`config.mk`:
```
export PLATFORM = sky130hd
export DESIGN_NAME = i2c_reg_master
export DESIGN_NICKNAME = d
export VERILOG_FILES = /design/src/rtl/i2c_reg_master.sv
export SDC_FILE = /design/constraint.sdc
export NUM_CORES = 1
export LEC_CHECK = 0
export CORE_MARGIN = 3
export CORE_UTILIZATION = 40
export DETAILED_ROUTE_END_ITERATION = 6
export PLACE_DENSITY = 0.7
export SYNTH_ARGS = -nofsm -noshare
export SYNTH_HDL_FRONTEND = slang
export SYNTH_SLANG_ARGS = --single-unit
```
`constraint.sdc`:
```
create_clock -name clk -period 4.2 [get_ports clk]
set_input_delay 0.84 -clock clk [delete_from_list [all_inputs] [get_ports clk]]
set_output_delay 0.84 -clock clk [all_outputs]
set_load 0.01 [all_outputs]
```
`src/rtl/i2c_reg_master.sv`:
```
// i2c_reg_master: I2C master issuing single-byte register writes and reads to one 7-bit slave.
// Each bit is four quarter ticks; outputs are registered open-drain enables.
module i2c_reg_master #(
  parameter int          CLK_FREQ = 50_000_000,
  parameter int          I2C_FREQ = 100_000,
  parameter logic [6:0]  DEV_ADDR = 7'h60
) (
  input  logic       clk,
  input  logic       reset_n,
  input  logic       wr_req,
  input  logic [7:0] wr_addr,
  input  logic [7:0] wr_data,
  output logic       wr_fin,
  output logic       wr_ack,
  input  logic       rd_req,
  input  logic [7:0] rd_addr,
  output logic [7:0] rd_data,
  output logic       rd_fin,
  output logic       rd_ack,
  output logic       scl_oe,
  input  logic       scl_i,
  output logic       sda_oe,
  input  logic       sda_i
);
  localparam int QRAW = CLK_FREQ / (4 * I2C_FREQ);
  localparam int QDIV = QRAW < 1 ? 1 : QRAW;
  localparam int DW = QDIV > 1 ? $clog2(QDIV) : 1;
  localparam logic [DW-1:0] DMAX = DW'(QDIV - 1);
  typedef enum logic [2:0] {IDLE, START, BYTE, RSTART, STOP, DONE} state_t;
  state_t state_q, state_d;
  logic [DW-1:0] div_q, div_d;
  logic [1:0] q_q, q_d, idx_q, idx_d;
  logic [3:0] bit_q, bit_d;
  logic [2:0] idle_q, idle_d;
  logic is_rd_q, is_rd_d, ack_q, ack_d;
  logic [7:0] addr_q, addr_d, data_q, data_d, rx_q, rx_d, rd_data_q, rd_data_d;
  logic scl_m_q, scl_s_q, sda_m_q, sda_s_q;
  logic scl_oe_q, scl_oe_d, sda_oe_q, sda_oe_d, want_sda;
  logic wr_fin_q, wr_fin_d, wr_ack_q, wr_ack_d, rd_fin_q, rd_fin_d, rd_ack_q, rd_ack_d;
  logic tick, accept, step, ack_bit, nack, fin, cur_bit, byte_end;
  logic [7:0] tx_byte;
  // A quarter only ends once a released SCL is seen high, which stretches the bit for a slow slave.
  assign tick = div_q == DMAX && (scl_oe_q || scl_s_q);
  assign accept = state_q == IDLE && idle_q == 3'd4 && (wr_req || rd_req);
  assign step = tick && q_q == (state_q == START ? 2'd1 : 2'd3);
  assign ack_bit = bit_q == 4'd8;
  assign byte_end = state_q == BYTE && step && ack_bit;
  assign nack = sda_s_q && idx_q != 2'd3;
  assign fin = state_q == STOP && step;
  assign tx_byte = idx_q == 2'd0 ? {DEV_ADDR, 1'b0} : idx_q == 2'd1 ? addr_q :
                   is_rd_q ? {DEV_ADDR, 1'b1} : data_q;
  assign cur_bit = tx_byte[3'd7 - bit_q[2:0]];
  always_ff @(posedge clk or negedge reset_n) begin
    if (!reset_n) begin
      state_q   <= IDLE;
      div_q     <= '0;
      q_q       <= '0;
      idx_q     <= '0;
      bit_q     <= '0;
      idle_q    <= '0;
      is_rd_q   <= 1'b0;
      ack_q     <= 1'b0;
      addr_q    <= '0;
      data_q    <= '0;
      rx_q      <= '0;
      rd_data_q <= '0;
      scl_m_q   <= 1'b1;
      scl_s_q   <= 1'b1;
      sda_m_q   <= 1'b1;
      sda_s_q   <= 1'b1;
      scl_oe_q  <= 1'b0;
      sda_oe_q  <= 1'b0;
      wr_fin_q  <= 1'b0;
      wr_ack_q  <= 1'b0;
      rd_fin_q  <= 1'b0;
      rd_ack_q  <= 1'b0;
    end else begin
      state_q   <= state_d;
      div_q     <= div_d;
      q_q       <= q_d;
      idx_q     <= idx_d;
      bit_q     <= bit_d;
      idle_q    <= idle_d;
      is_rd_q   <= is_rd_d;
      ack_q     <= ack_d;
      addr_q    <= addr_d;
      data_q    <= data_d;
      rx_q      <= rx_d;
      rd_data_q <= rd_data_d;
      scl_m_q   <= scl_i;
      scl_s_q   <= scl_m_q;
      sda_m_q   <= sda_i;
      sda_s_q   <= sda_m_q;
      scl_oe_q  <= scl_oe_d;
      sda_oe_q  <= sda_oe_d;
      wr_fin_q  <= wr_fin_d;
      wr_ack_q  <= wr_ack_d;
      rd_fin_q  <= rd_fin_d;
      rd_ack_q  <= rd_ack_d;
    end
  end
  always_comb begin
    state_d = state_q;
    case (state_q)
      IDLE:    state_d = accept ? START : IDLE;
      START:   state_d = step ? BYTE : START;
      BYTE:    state_d = !byte_end ? BYTE :
                         (nack || idx_q == 2'd3 || (!is_rd_q && idx_q == 2'd2)) ? STOP :
                         (is_rd_q && idx_q == 2'd1) ? RSTART : BYTE;
      RSTART:  state_d = step ? BYTE : RSTART;
      STOP:    state_d = step ? DONE : STOP;
      DONE:    state_d = (is_rd_q ? !rd_req : !wr_req) ? IDLE : DONE;
      default: state_d = IDLE;
    endcase
    div_d = accept ? '0 : div_q != DMAX ? div_q + DW'(1) : tick ? '0 : div_q;
    q_d = state_d != state_q ? 2'd0 : tick ? q_q + 2'd1 : q_q;
    bit_d = accept ? 4'd0 : (state_q == BYTE && step) ? (ack_bit ? 4'd0 : bit_q + 4'd1) : bit_q;
    idx_d = accept ? 2'd0 : byte_end ? idx_q + 2'd1 : idx_q;
    ack_d = accept ? 1'b1 : (byte_end && nack) ? 1'b0 : ack_q;
    rx_d = (state_q == BYTE && step && !ack_bit && idx_q == 2'd3) ? {rx_q[6:0], sda_s_q} : rx_q;
    is_rd_d = accept ? !wr_req : is_rd_q;
    addr_d = accept ? (wr_req ? wr_addr : rd_addr) : addr_q;
    data_d = (accept && wr_req) ? wr_data : data_q;
    // Bus-free counter runs in DONE and IDLE so a START always follows at least four idle quarters.
    idle_d = (state_q == IDLE || state_q == DONE) ?
             ((tick && idle_q != 3'd4) ? idle_q + 3'd1 : idle_q) : 3'd0;
    wr_fin_d = fin && !is_rd_q;
    rd_fin_d = fin && is_rd_q;
    wr_ack_d = wr_fin_d && ack_q;
    rd_ack_d = rd_fin_d && ack_q;
    rd_data_d = (rd_fin_d && ack_q) ? rx_q : rd_data_q;
  end
  always_comb begin
    scl_oe_d = (state_q == BYTE || state_q == RSTART || state_q == STOP) && !q_q[1];
    want_sda = state_q == START  ? q_q[0] :
               state_q == BYTE   ? (!ack_bit && idx_q != 2'd3 && !cur_bit) :
               state_q == RSTART ? q_q == 2'd3 :
               state_q == STOP   ? q_q != 2'd3 : 1'b0;
    // SDA waits one cycle whenever SCL is just being pulled low, so it never moves while SCL is high.
    sda_oe_d = (scl_oe_d && !scl_oe_q) ? sda_oe_q : want_sda;
  end
  assign scl_oe  = scl_oe_q;
  assign sda_oe  = sda_oe_q;
  assign wr_fin  = wr_fin_q;
  assign wr_ack  = wr_ack_q;
  assign rd_fin  = rd_fin_q;
  assign rd_ack  = rd_ack_q;
  assign rd_data = rd_data_q;
endmodule

```
# --- After elaboration in Yosys (flattened, before gate mapping) ---
# Index checks and enable logic that the tools add are counted.
totals:
  out_inout_bits: 14
  ff_bits: 65
classes:
  order_cmp: 1
  addsub: 6
  reduce_logical: 44
  n_eq_ne: 19
  muxes: 35
op_table:
  columns: ["operator", "count"]
  rows:
  - ["$mux W8", 4]
  - ["$logic_and A1 B1 Y1", 23]
  - ["$mux W7", 3]
  - ["$pmux W3 S6", 1]
  - ["$mux W3", 5]
  - ["$mux W1", 12]
  - ["$mux W2", 6]
  - ["$mux W4", 3]
  - ["$eq A3 B3 Y1 const B", 3]
  - ["$reduce_bool A2 Y1", 4]
  - ["$add A7 B1 Y7 const B", 1]
  - ["$eq A7 B7 Y1 const B", 1]
  - ["$logic_not A1 Y1", 7]
  - ["$logic_or A1 B1 Y1", 7]
  - ["$ne A7 B7 Y1 const B", 1]
  - ["$eq A2 B2 Y1 const B", 3]
  - ["$eq A3 B2 Y1 const B", 2]
  - ["$add A2 B1 Y2 const B", 2]
  - ["$add A4 B1 Y4 const B", 1]
  - ["$eq A4 B4 Y1 const B", 1]
  - ["$lt A3 B4 Y1 const B", 1]
  - ["$ne A2 B2 Y1 const B", 2]
  - ["$add A3 B1 Y3 const B", 1]
  - ["$bmux W1 S3", 1]
  - ["10 further kinds", 10]

# --- Longest topological paths before layout ---
# Gate-level depths: netlist of the first run.
logic_depth:
  depth_word: 10
  mapped_depth: 8
  ltp_nobuf: 7

# --- Worst setup path before layout of the first run ---
# OpenSTA, ideal clock, no wires.
synth_path:
  path_type: "register to register"
  start: "reg idle_q[0]"
  end: "reg data_q[6]"
  path_stages_with_launch: 8
  n_path_buf: 2
  arrival_time_ns: 1.814
  path_slack_ns: 2.261
  period_less_slack_ns: 1.939
  t_required_ns: 4.075
  cell_sequence: "dfrtp_1 inv_1 ha_1 and3b_1 and3_1 clkbuf_1 buf_2 mux2_2"
synth_between:
  elab_chain_cells: 4
synth_rtl:
  columns: ["element", "line_no", "rtl"]
  rows:
  - ["start: declaration", "34", "logic [2:0] idle_q, idle_d;"]
  - ["start signal: assignment", "83", "idle_q <= idle_d;"]
  - ["$eq A3 B3 Y1", "44", "assign accept = state_q == IDLE && idle_q == 3'd4 && (wr_req || rd_req);"]
  - ["$logic_and A1 B1 Y1 (2 in series)", "44", null]
  - ["$logic_and A1 B1 Y1", "123", "data_d = (accept && wr_req) ? wr_data : data_q;"]
  - ["end signal: assignment", "87", "data_q <= data_d;"]
  - ["end: declaration", "36", "logic [7:0] addr_q, addr_d, data_q, data_d, rx_q, rx_d, rd_data_q, rd_data_d;"]
# No other way between the ends.
# A chain may end at the register's enable or synchronous reset.

# --- Final worst setup path of the first run ---
layout_path:
  start: "reg state_q[1]"
  end: "reg rd_data_q[4], in the netlist rd_data[4]"
layout_between:
  elab_chain_cells: 7
layout_rtl:
  columns: ["element", "line_no", "rtl"]
  rows:
  - ["start: declaration", "30", "state_t state_q, state_d;"]
  - ["start signal: assignment", "78", "state_q <= state_d;"]
  - ["$eq A3 B1 Y1", "45", "assign step = tick && q_q == (state_q == START ? 2'd1 : 2'd3);"]
  - ["$mux W2", "45", null]
  - ["$eq A2 B2 Y1", "45", null]
  - ["$logic_and A1 B1 Y1", "45", null]
  - ["$logic_and A1 B1 Y1 *", "49", "assign fin = state_q == STOP && step;"]
  - ["$logic_and A1 B1 Y1 *", "128", "rd_fin_d = fin && is_rd_q;"]
  - ["named net rd_fin_d", "39", "logic wr_fin_q, wr_fin_d, wr_ack_q, wr_ack_d, rd_fin_q, rd_fin_d, rd_ack_q, rd_ack_d;"]
  - ["$logic_and A1 B1 Y1 *", "131", "rd_data_d = (rd_fin_d && ack_q) ? rx_q : rd_data_q;"]
  - ["end signal: assignment", "89", "rd_data_q <= rd_data_d;"]
  - ["end: declaration", "36", null]
# The timed path passes the listed nets; every way through them passes the cells marked *.

==> results of run 1 <==
## state kept, by name (all words and copies together) (netlist names)
signal	count
addr_q	8
data_q	8
rd_data	8
rx_q	8
div_q	7
bit_q	4
idle_q	3
state_q	3
idx_q	2
q_q	2
ack_q	1
is_rd_q	1
rd_ack	1
rd_fin	1
scl_m_q	1
scl_oe	1
scl_s_q	1
sda_m_q	1
sda_oe	1
sda_s_q	1
wr_ack	1
wr_fin	1
## worst max-delay path: stages (launching register included)
cell     delay [ps]
dfrtp_1         510
nor3b_1         270
xor2_1          670
and3_1          320
nand2_2         160
mux2_1          340
## cells in the final DEF, fill, tap and decap left out, drive strengths merged, types with 2 or more instances in the layout
master          n
a21oi          11
nand3          12
dfstp           4
or3             2
inv            24
and2            2
nand3b          4
xnor2           3
mux2           25
buf             4
a222oi          8
mux2i           6
or3b            4
and3            4
a221o           2
clkinv          3
nor4            3
nor2           22
clkbuf          9
a22oi           2
ha             11
xor2            5
nor3            7
and3b           2
o21ai          15
a211oi          3
nand4           3
dfrtp          61
nand2          14
a2111oi         2
clkdlybuf4s50  42
a21o            2
nand2b          2
## per-stage QoR
stage / utilization, % / area, sq um / cells / worst slack [ps]
detailed placement: 49.4 / 3700 / 419 / 1660
floorplan: - / 3180 / 284 / 2260
global placement: 49.4 / 3700 / 419 / 1720
finish: 52.0 / 3890 / 435 / 1830
CTS: 52.0 / 3890 / 435 / 1820
global route: 52.0 / 3890 / 435 / 1600
## final cells by class
| cell class | instances | area, sq um |
|---|---|---|
| clock inverters | 7 | 75.1 |
| inverters | 21 | 78.8 |
| fillers | 674 | 3590 |
| clock buffers | 9 | 124 |
| repair buffers | 46 | 448 |
| well taps | 99 | 124 |
| multi-input cells | 188 | 1410 |
| flip-flops and latches | 65 | 1630 |
## logic make-up after synthesis
family	count (synthesis)	synth area share [%]
multiplexers	32	11.5
flip-flops	65	51.3
XOR/XNOR	8	2.20
adder cells (fa/ha/maj)	11	4.33
AO/OA/AOI/OAI	50	10.9
AND/OR/NAND/NOR	87	15.6
buffers and inverters	31	4.21
## per-layer routing
metal	GRT usage (%)	part of all wire (%)	up-vias	wire [um]
met3	3.55	5.2	10	337
met4	7.57	2.1	0	136
li1	-	-	1127	-
met2	23.8	47	65	3020
met5	0	0	-	0
met1	20.6	46	1171	2950
## worst max-delay path by stage
| stage | to | cells past startpoint | from |
|---|---|---|---|
| after CTS | rd_data[4]$_DFFE_PN0P_ | 5 | state_q[1]$_DFF_PN0_ |
| after global placement | data_q[2]$_DFFE_PN0P_ | 3 | wr_req |
| final | rd_data[4]$_DFFE_PN0P_ | 5 | state_q[1]$_DFF_PN0_ |
| after global routing | rd_data[4]$_DFFE_PN0P_ | 5 | state_q[1]$_DFF_PN0_ |
| after detailed placement | data_q[2]$_DFFE_PN0P_ | 3 | wr_req |
| after floorplan | data_q[6]$_DFFE_PN0P_ | 7 | idle_q[0]$_DFFE_PN0P_ |
## power by group
group          switching, mW  internal [mW]  total (mW)
clock network          0.261          0.279       0.540
registers            0.00600          0.632       0.638
logic                 0.0301         0.0353      0.0654
total                  0.298          0.947        1.24
==> impl_metrics.csv, run 1 <==
group,metric,value,unit
min_path,hp-class,"flip-flop to flip-flop",
floorplanning,core,7490,sq um
timing,fmax,0.421,GHz
worst_setup_path,crit_fanout,11,
detailed_routing,first_iter_violations,149,
placement,globalplace.congestion,0.862,
worst_setup_path,criticalPathCategory,"flip-flop to flip-flop",
synth,syn_nets,325,
clocking,clk_pin_slew_worst_paths,80,ps
final_layout,nets,372,
detailed_routing,drc_errors,0,
synth,synthTopCellsByArea,"dfrtp_1 48%, mux2_2 8.5%, ha_1 4.3%",
grt,grt_use_total,15.5,%
synth,synth_seq_area_share,51.3,%
synth,yosys_warnings,0,
grt,gr-total-overflow,0,
clocking,clock_latency,350,ps
clocking,cts_resized,0,
floorplanning,dieWidth,95.2,um
min_path,min_path_cells,0,
synth,synth.most_common_cell,"dfrtp_1",
clocking,hold_buffers,0,
timing,relSlewSlack,46.8,%
pwr,p_leak,1.94,nW
outcome,status,"finished, final reports clean",
floorplanning,io_pins,44,
pwr,peakVddDrop,0.157,mV
worst_setup_path,crit_path_end_kind,"flip-flop",
worst_setup_path,regToRegStartpoint,"state_q[1]$_DFF_PN0_",
pwr,power_density,319,nW/um^2
timing,clock_skew,9.43,ps
clocking,cts-root-buf,"clkbuf_8",
clocking,clock_sinks,65,
worst_setup_path,r2r_end,"rd_data[4]$_DFFE_PN0P_",
grt,grt_max_degree,51,
synth,synthCells,284,
synth,synth-seq-cells,65,
worst_setup_path,crit_arrival,2610,ps
timing,tightest_slew,796,ps
worst_setup_path,r2r_cells,5,
detailed_routing,vias_per_cell,5.46,
min_path,hold_path_end,"scl_s_q$_DFF_PN1_",
synth,ys.flop_type,"dfrtp_1",
worst_setup_path,r2r_slack,1830,ps
pwr,power,1.24,mW
detailed_routing,wire_per_inst,14.8,um
detailed_routing,drt_wl_total,6440,um
grt,grt_pass1_vias,2297,
synth,async_flop_share,100,%
run,cap_violations,0,
timing,period_minus_slack,2370,ps
detailed_routing,dr.pass1.iters,5,
synth,yosys.area.top_type,"dfrtp_1",
clocking,postCtsSetupBuffers,0,
synth,ys_top_cells_by_count,"61 x dfrtp_1, 24 x mux2_2, 22 x nor2_1",
floorplanning,start_util,42.5,%
worst_setup_path,crit_required,4440,ps
placement,portBuffers,43,
clocking,cts_tree,"yes",
synth,ys_types,53,
final_layout,drive_gt1_share,17.9,%
timing,hold_violations,0,
min_path,hp-start,"scl_m_q$_DFF_PN1_",
clocking,cts_max_level,3,
synth,synth_edf_count,0,
floorplanning,die_h,95.2,um
clocking,cts.path.max_buffers,2,
grt,grt_pass1_wl,10800,um
worst_setup_path,start_kind,"flip-flop",
grt,antenna_found_initial,0,
synth,yosys.area.top_type_share,48.0,%
final_layout,antenna_cells,0,
clocking,cts_buffers,9,
timing,finalSetupViolCount,0,
timing,fin_hold_ws,357,ps
floorplanning,num_rows,31,
placement,hpwl,4640,um
detailed_routing,vias,2373,
timing,fin_tns_setup,0,ps
floorplanning,die_area,9050,sq um
final_layout,area.growth.synth_to_final,22.5,%
timing,fin_crit_sh,56.5,%
timing,final-max-slew-violation-count,0,
synth,synthesis.area,3180,sq um
synth,synth.avg_cell_area,11.2,sq um
timing,rsz0062_at_grt,"no",
detailed_routing,ant_nets,0,
No activity file was read; power rests on OpenSTA's default activity.
==> run 2: changes to the inputs <==
PLACE_DENSITY = 0.73   (was 0.7)
clock period = 2.05 ns   (was 4.2 ns; I/O delays follow)
==> run 2 against run 1 <==
The run now ends with setup timing left; clock skew rose by 1.1 ps; via count rose by 4.3%; combinational power grew to 2.5 times the previous value; clock power rose by 100%; global-route usage is 0.78 points higher; critical path depth up 1; worst hold slack worse by 340 ps; final area grew 9.1%; non-clock buffer count increased by 37; highest routed layer unchanged.
==> impl_metrics.csv, run 2 (synthesized netlist as in run 1, its figures left out) <==
group,metric,value,unit
clocking,cts_max_level,3,
final_layout,antenna_cells,0,
worst_setup_path,cp.depth,6,
timing,hold_violations,0,
worst_setup_path,crit_required,2280,ps
outcome,status,"complete, but fails checks",
run,cap_violations,0,
floorplanning,core,7490,sq um
timing,final.setup.worst_slack,-42.6,ps
timing,relSlewSlack,66.6,%
clocking,cts_tree,"yes",
clocking,clk_pin_slew_worst_paths,70,ps
grt,gr-total-overflow,0,
worst_setup_path,crit_buf_inv,2,
clocking,clock_latency,340,ps
timing,fmax,0.478,GHz
detailed_routing,drc_errors,0,
floorplanning,io_pins,44,
worst_setup_path,crit_path_end_kind,"flip-flop",
worst_setup_path,crit_arrival,2320,ps
timing,rsz0062_at_grt,"yes",
timing,tightest_slew,500,ps
min_path,hp-class,"input pin to async pin",
grt,grt_max_degree,47,
timing,final-max-slew-violation-count,0,
timing,period_minus_slack,2090,ps
placement,hpwl,4920,um
floorplanning,start_util,42.5,%
clocking,cts_buffers,9,
worst_setup_path,start_kind,"flip-flop",
placement,portBuffers,43,
detailed_routing,ant_nets,0,
placement,globalplace.congestion,0.861,
detailed_routing,first_iter_violations,173,
timing,finalSetupViolCount,8,
final_layout,regArea,1630,sq um
final_layout,fillCellCount,628,
final_layout,layout_common_cells,"61 x dfrtp_1, 42 x clkdlybuf4s50_1, 37 x buf_4, 23 x mux2_2",
worst_setup_path,crit_path_max_incr_delay,410,ps
floorplanning,dieWidth,95.2,um
floorplanning,die_area,9050,sq um
timing,clock_skew,10.5,ps
pwr,peakVddDrop,0.353,mV
detailed_routing,dr.pass1.iters,4,
worst_setup_path,worstPathCellList,"buf_6, or3b_4, nor4_4, buf_4, nand4_4, mux2_4",
grt,antenna_found_initial,0,
worst_setup_path,criticalPathCategory,"flip-flop to flip-flop",
clocking,cts-root-buf,"clkbuf_8",
grt,grt_pass1_vias,2419,
final_layout,multi_input_area,1470,sq um
pwr,p_leak,2.11,nW
final_layout,post-route-util,56.8,%
timing,fin_crit_sh,102,%
floorplanning,die_h,95.2,um
worst_setup_path,cp_slowest_cell,"or3b_4",
final_layout,drive_gt1_share,27.9,%
outcome,violations,"setup timing",
clocking,hold_buffers,0,
grt,grt_use_total,16.3,%
detailed_routing,wire_per_inst,14.5,um
floorplanning,num_rows,31,
final_layout,nets,409,
grt,grt_pass1_wl,11400,um
worst_setup_path,crit_fanout,8,
final_layout,final_common_cell,"dfrtp_1",
detailed_routing,vias,2475,
clocking,cts.path.max_buffers,2,
worst_setup_path,cp_top_family,"simple AND/OR/NAND/NOR gates",
detailed_routing,vias_per_cell,5.24,
pwr,power_density,600,nW/um^2
pwr,power,2.55,mW
final_layout,area.growth.synth_to_final,33.7,%
detailed_routing,drt_wl_total,6860,um
worst_setup_path,r2r_cells,6,
clocking,clock_sinks,65,
==> run 2: cell types whose count changed in the layout (fill, tap and decap cells not counted), sizes merged <==
cell / delta
inv: -2
clkbuf: +1
clkinvlp: +2
buf: +37
clkinv: -1
==> run 2: metrics by stage <==
| stage | instance area, sq um | cells | hold WS (ps) | setup WS, ps | setup TNS (ps) |
|---|---|---|---|---|---|
| 3_3_place_gp | 3940 | 448 | 346 | 30.6 | 0 |
| 2_1_floorplan | 3180 | 284 | 114 | 111 | 0 |
| 5_1_grt | 4250 | 472 | 45.3 | -110 | -1270 |
| 4_1_cts | 4150 | 464 | 22.7 | -1.48 | -1.48 |
| 6_report | 4250 | 472 | 19.8 | -42.6 | -93.6 |
| 3_5_place_dp | 3940 | 448 | 347 | -43.2 | -276 |
==> run 2: cell type report <==
cell class	instances	area share, %
Timing Repair Buffer	83	17.8
Tap cell	99	2.91
Sequential cell	65	38.4
Multi-Input combinational cell	188	34.5
Clock inverter	6	1.59
Clock buffer	10	3.00
Inverter	21	1.85
==> run 2: worst paths after layout <==
| path | startpoint | to | slack [ps] |
|---|---|---|---|
| setup / recovery | state_q[1]$_DFF_PN0_ | rx_q[0]$_DFFE_PN0P_ | -40 |
| hold / removal | reset_n | data_q[5]$_DFFE_PN0P_ | 20 |
| setup reg to reg | state_q[1]$_DFF_PN0_ | rx_q[0]$_DFFE_PN0P_ | -40 |
| hold reg to reg | sda_m_q$_DFF_PN1_ | sda_s_q$_DFF_PN1_ | 350 |
| max in group asynchronous | reset_n | sda_m_q$_DFF_PN1_ | 1370 |
| min in group clk | sda_m_q$_DFF_PN1_ | sda_s_q$_DFF_PN1_ | 350 |
==> run 2: report_power, final <==
| part | total (mW) | internal (mW) | switching (mW) | leakage [nW] |
|---|---|---|---|---|
| clock | 1.08 | 0.566 | 0.516 | 0.0929 |
| sequential | 1.30 | 1.30 | 0.00837 | 0.843 |
| combinational | 0.166 | 0.0924 | 0.0739 | 1.17 |
==> run 2: what timing repair did <==
item,4_1_cts,5_1_grt
resized for setup,2,12
pin swaps,0,5
setup buffers,0,8
endpoints found under the setup margin,8,31
==> run 2: per-layer routing <==
| layer | vias to the layer above | GRT usage (%) | wire (um) |
|---|---|---|---|
| met5 | - | 0 | 0 |
| met4 | 0 | 6.85 | 121 |
| met3 | 9 | 3.63 | 349 |
| met2 | 68 | 25.6 | 3260 |
| met1 | 1206 | 21.6 | 3130 |
| li1 | 1192 | - | - |
==> run 3: changes to the inputs <==
CORE_MARGIN = not set   (was 3)
CTS_BUF_LIST = sky130_fd_sc_hd__clkbuf_16   (was not set)
PLACE_DENSITY = 0.7   (was 0.73)
clock period = 2.55 ns   (was 2.05 ns; I/O delays follow)
==> run 3 against run 2 <==
The run now ends clean; cell count shrank 6.4%; final area shrank 5.2%; worst setup slack gained 450 ps; first-iteration DRC count shrank 13%; sequential cell count is the same; worst hold slack lost 9.5 ps; clock power grew 10%; clock skew shrank 5.9 ps; wire length shrank 8.3%; sequential power shrank 19%; highest routed layer unchanged.
==> impl_metrics.csv, run 3 (synthesized netlist as in run 1, its figures left out) <==
group,metric,value,unit
timing,clock_skew,4.60,ps
timing,period_minus_slack,2140,ps
worst_setup_path,start_kind,"flip-flop",
worst_setup_path,critPathLaunch,"div_q[0]$_DFFE_PN0P_",
detailed_routing,first_iter_violations,151,
final_layout,antenna_cells,0,
detailed_routing,dr.pass1.iters,4,
final_layout,instances_no_fill,442,
detailed_routing,vias_per_cell,5.38,
worst_setup_path,crit_required,2810,ps
clocking,clock_latency,330,ps
pwr,power,2.35,mW
worst_setup_path,crit_path_end_kind,"flip-flop",
grt,grt_max_degree,37,
worst_setup_path,regToRegStartpoint,"div_q[0]$_DFFE_PN0P_",
pwr,power_density,584,nW/um^2
timing,fmax,0.467,GHz
placement,hpwl,4610,um
final_layout,final_common_cell,"dfrtp_1",
worst_setup_path,crit_buf_inv,1,
outcome,status,"finished, final reports clean",
timing,relSlewSlack,54.7,%
timing,fin_hold_ws,10.3,ps
timing,fin_crit_sh,84.0,%
pwr,peakVddDrop,0.312,mV
grt,grt_pass1_wl,10900,um
clocking,hold_buffers,0,
worst_setup_path,crit_fanout,7,
timing,hold_violations,0,
final_layout,area.growth.synth_to_final,26.7,%
final_layout,nets,376,
floorplanning,die_area,8310,sq um
worst_setup_path,cp_slowest_cell,"nor4_4",
placement,placed_cells,426,
clocking,cts.path.max_buffers,2,
pwr,p_leak,2.01,nW
worst_setup_path,criticalPathCategory,"flip-flop to flip-flop",
detailed_routing,wire_per_inst,14.2,um
clocking,postCtsSetupBuffers,0,
detailed_routing,drt_wl_total,6290,um
worst_setup_path,crit_path_max_incr_delay,450,ps
worst_setup_path,cp_top_family,"simple AND/OR/NAND/NOR gates",
clocking,clock_sinks,65,
grt,grt_pass1_vias,2328,
placement,portBuffers,43,
timing,rsz0062_at_grt,"no",
clocking,clk_pin_slew_worst_paths,50,ps
clocking,cts_resized,0,
clocking,cts_tree,"yes",
timing,fin_tns_setup,0,ps
worst_setup_path,crit_arrival,2400,ps
clocking,cts_buffers,9,
grt,grt_use_total,17.0,%
clocking,cts_max_level,3,
min_path,hp-class,"input pin to async pin",
timing,tightest_slew,672,ps
detailed_routing,drc_errors,0,
worst_setup_path,worstPathCellList,"inv_1, ha_1, nand3_1, nor4_4, nand2_2, or4_1, a21oi_1",
grt,gr-total-overflow,0,
floorplanning,io_pins,44,
final_layout,layout_common_cells,"61 x dfrtp_1, 42 x clkdlybuf4s50_1, 24 x mux2_2, 22 x inv_1, 22 x nor2_1",
grt,antenna_found_initial,0,
timing,final-max-slew-violation-count,0,
detailed_routing,ant_nets,0,
timing,finalSetupViolCount,0,
floorplanning,num_rows,32,
final_layout,drive_gt1_share,18.5,%
detailed_routing,vias,2378,
final_layout,fillCellCount,695,
floorplanning,die_h,91.2,um
floorplanning,start_util,41.4,%
placement,globalplace.congestion,0.906,
floorplanning,core,7690,sq um
floorplanning,dieWidth,91.2,um
clocking,cts-root-buf,"clkbuf_16",
run,cap_violations,0,
## run 3: cell types whose count changed in the layout (fill, tap and decap cells not counted), moves of 2 or more
cell / before / now
buf_12: 2 / 0
clkbuf_16: 0 / 9
clkinv_4: 1 / 3
buf_4: 37 / 7
clkbuf_8: 9 / 0
## run 3: metal layers
metal	global-route usage, %	share of wire (%)
met1	22.5	47
met2	25.5	46
met3	4.10	4.4
met4	9.79	2.5
met5	0	0
## run 3: worst reg2reg max path: stages, from the launching register on
cell     delay, ps
dfrtp_1        410
inv_1           70
ha_1           140
nand3_1        270
nor4_4         450
nand2_2        170
or4_1          420
a21oi_1        150
## run 3: metrics by stage
step	cell area, sq um	setup slack, ps	utilization, %
after floorplan	3180	611	-
after global placement	3730	424	48.5
after detailed placement	3730	390	48.5
after CTS	4030	415	52.4
after global routing	4030	238	52.4
final	4030	409	52.4
## run 3: path summary, 6_finish.rpt
check,to,slack (ps),depth (start not counted)
hold reg to reg,sda_s_q$_DFF_PN1_,350,0
hold / removal,addr_q[7]$_DFFE_PN0P_,10,1
setup reg to reg,bit_q[2]$_DFFE_PN0P_,410,7
max in group asynchronous,rd_data[5]$_DFFE_PN0P_,1850,2
setup / recovery,bit_q[2]$_DFFE_PN0P_,410,7
min in group clk,sda_s_q$_DFF_PN1_,350,0
## run 3: power by group
part,internal [mW],switching [mW]
logic,0.0607,0.0506
registers,1.04,0.00908
clock network,0.754,0.435
total,1.86,0.495
## run 3: final cells by class
type                       count  area [sq um]  area share [%]
multi-input combinational    188          1410            35.1
clock inverter                 7          72.6            1.80
clock buffer                   9           225            5.59
timing repair buffer          50           478            11.9
inverter                      21          78.8            1.96
tap                          102           128            3.17
sequential                    65          1630            40.5
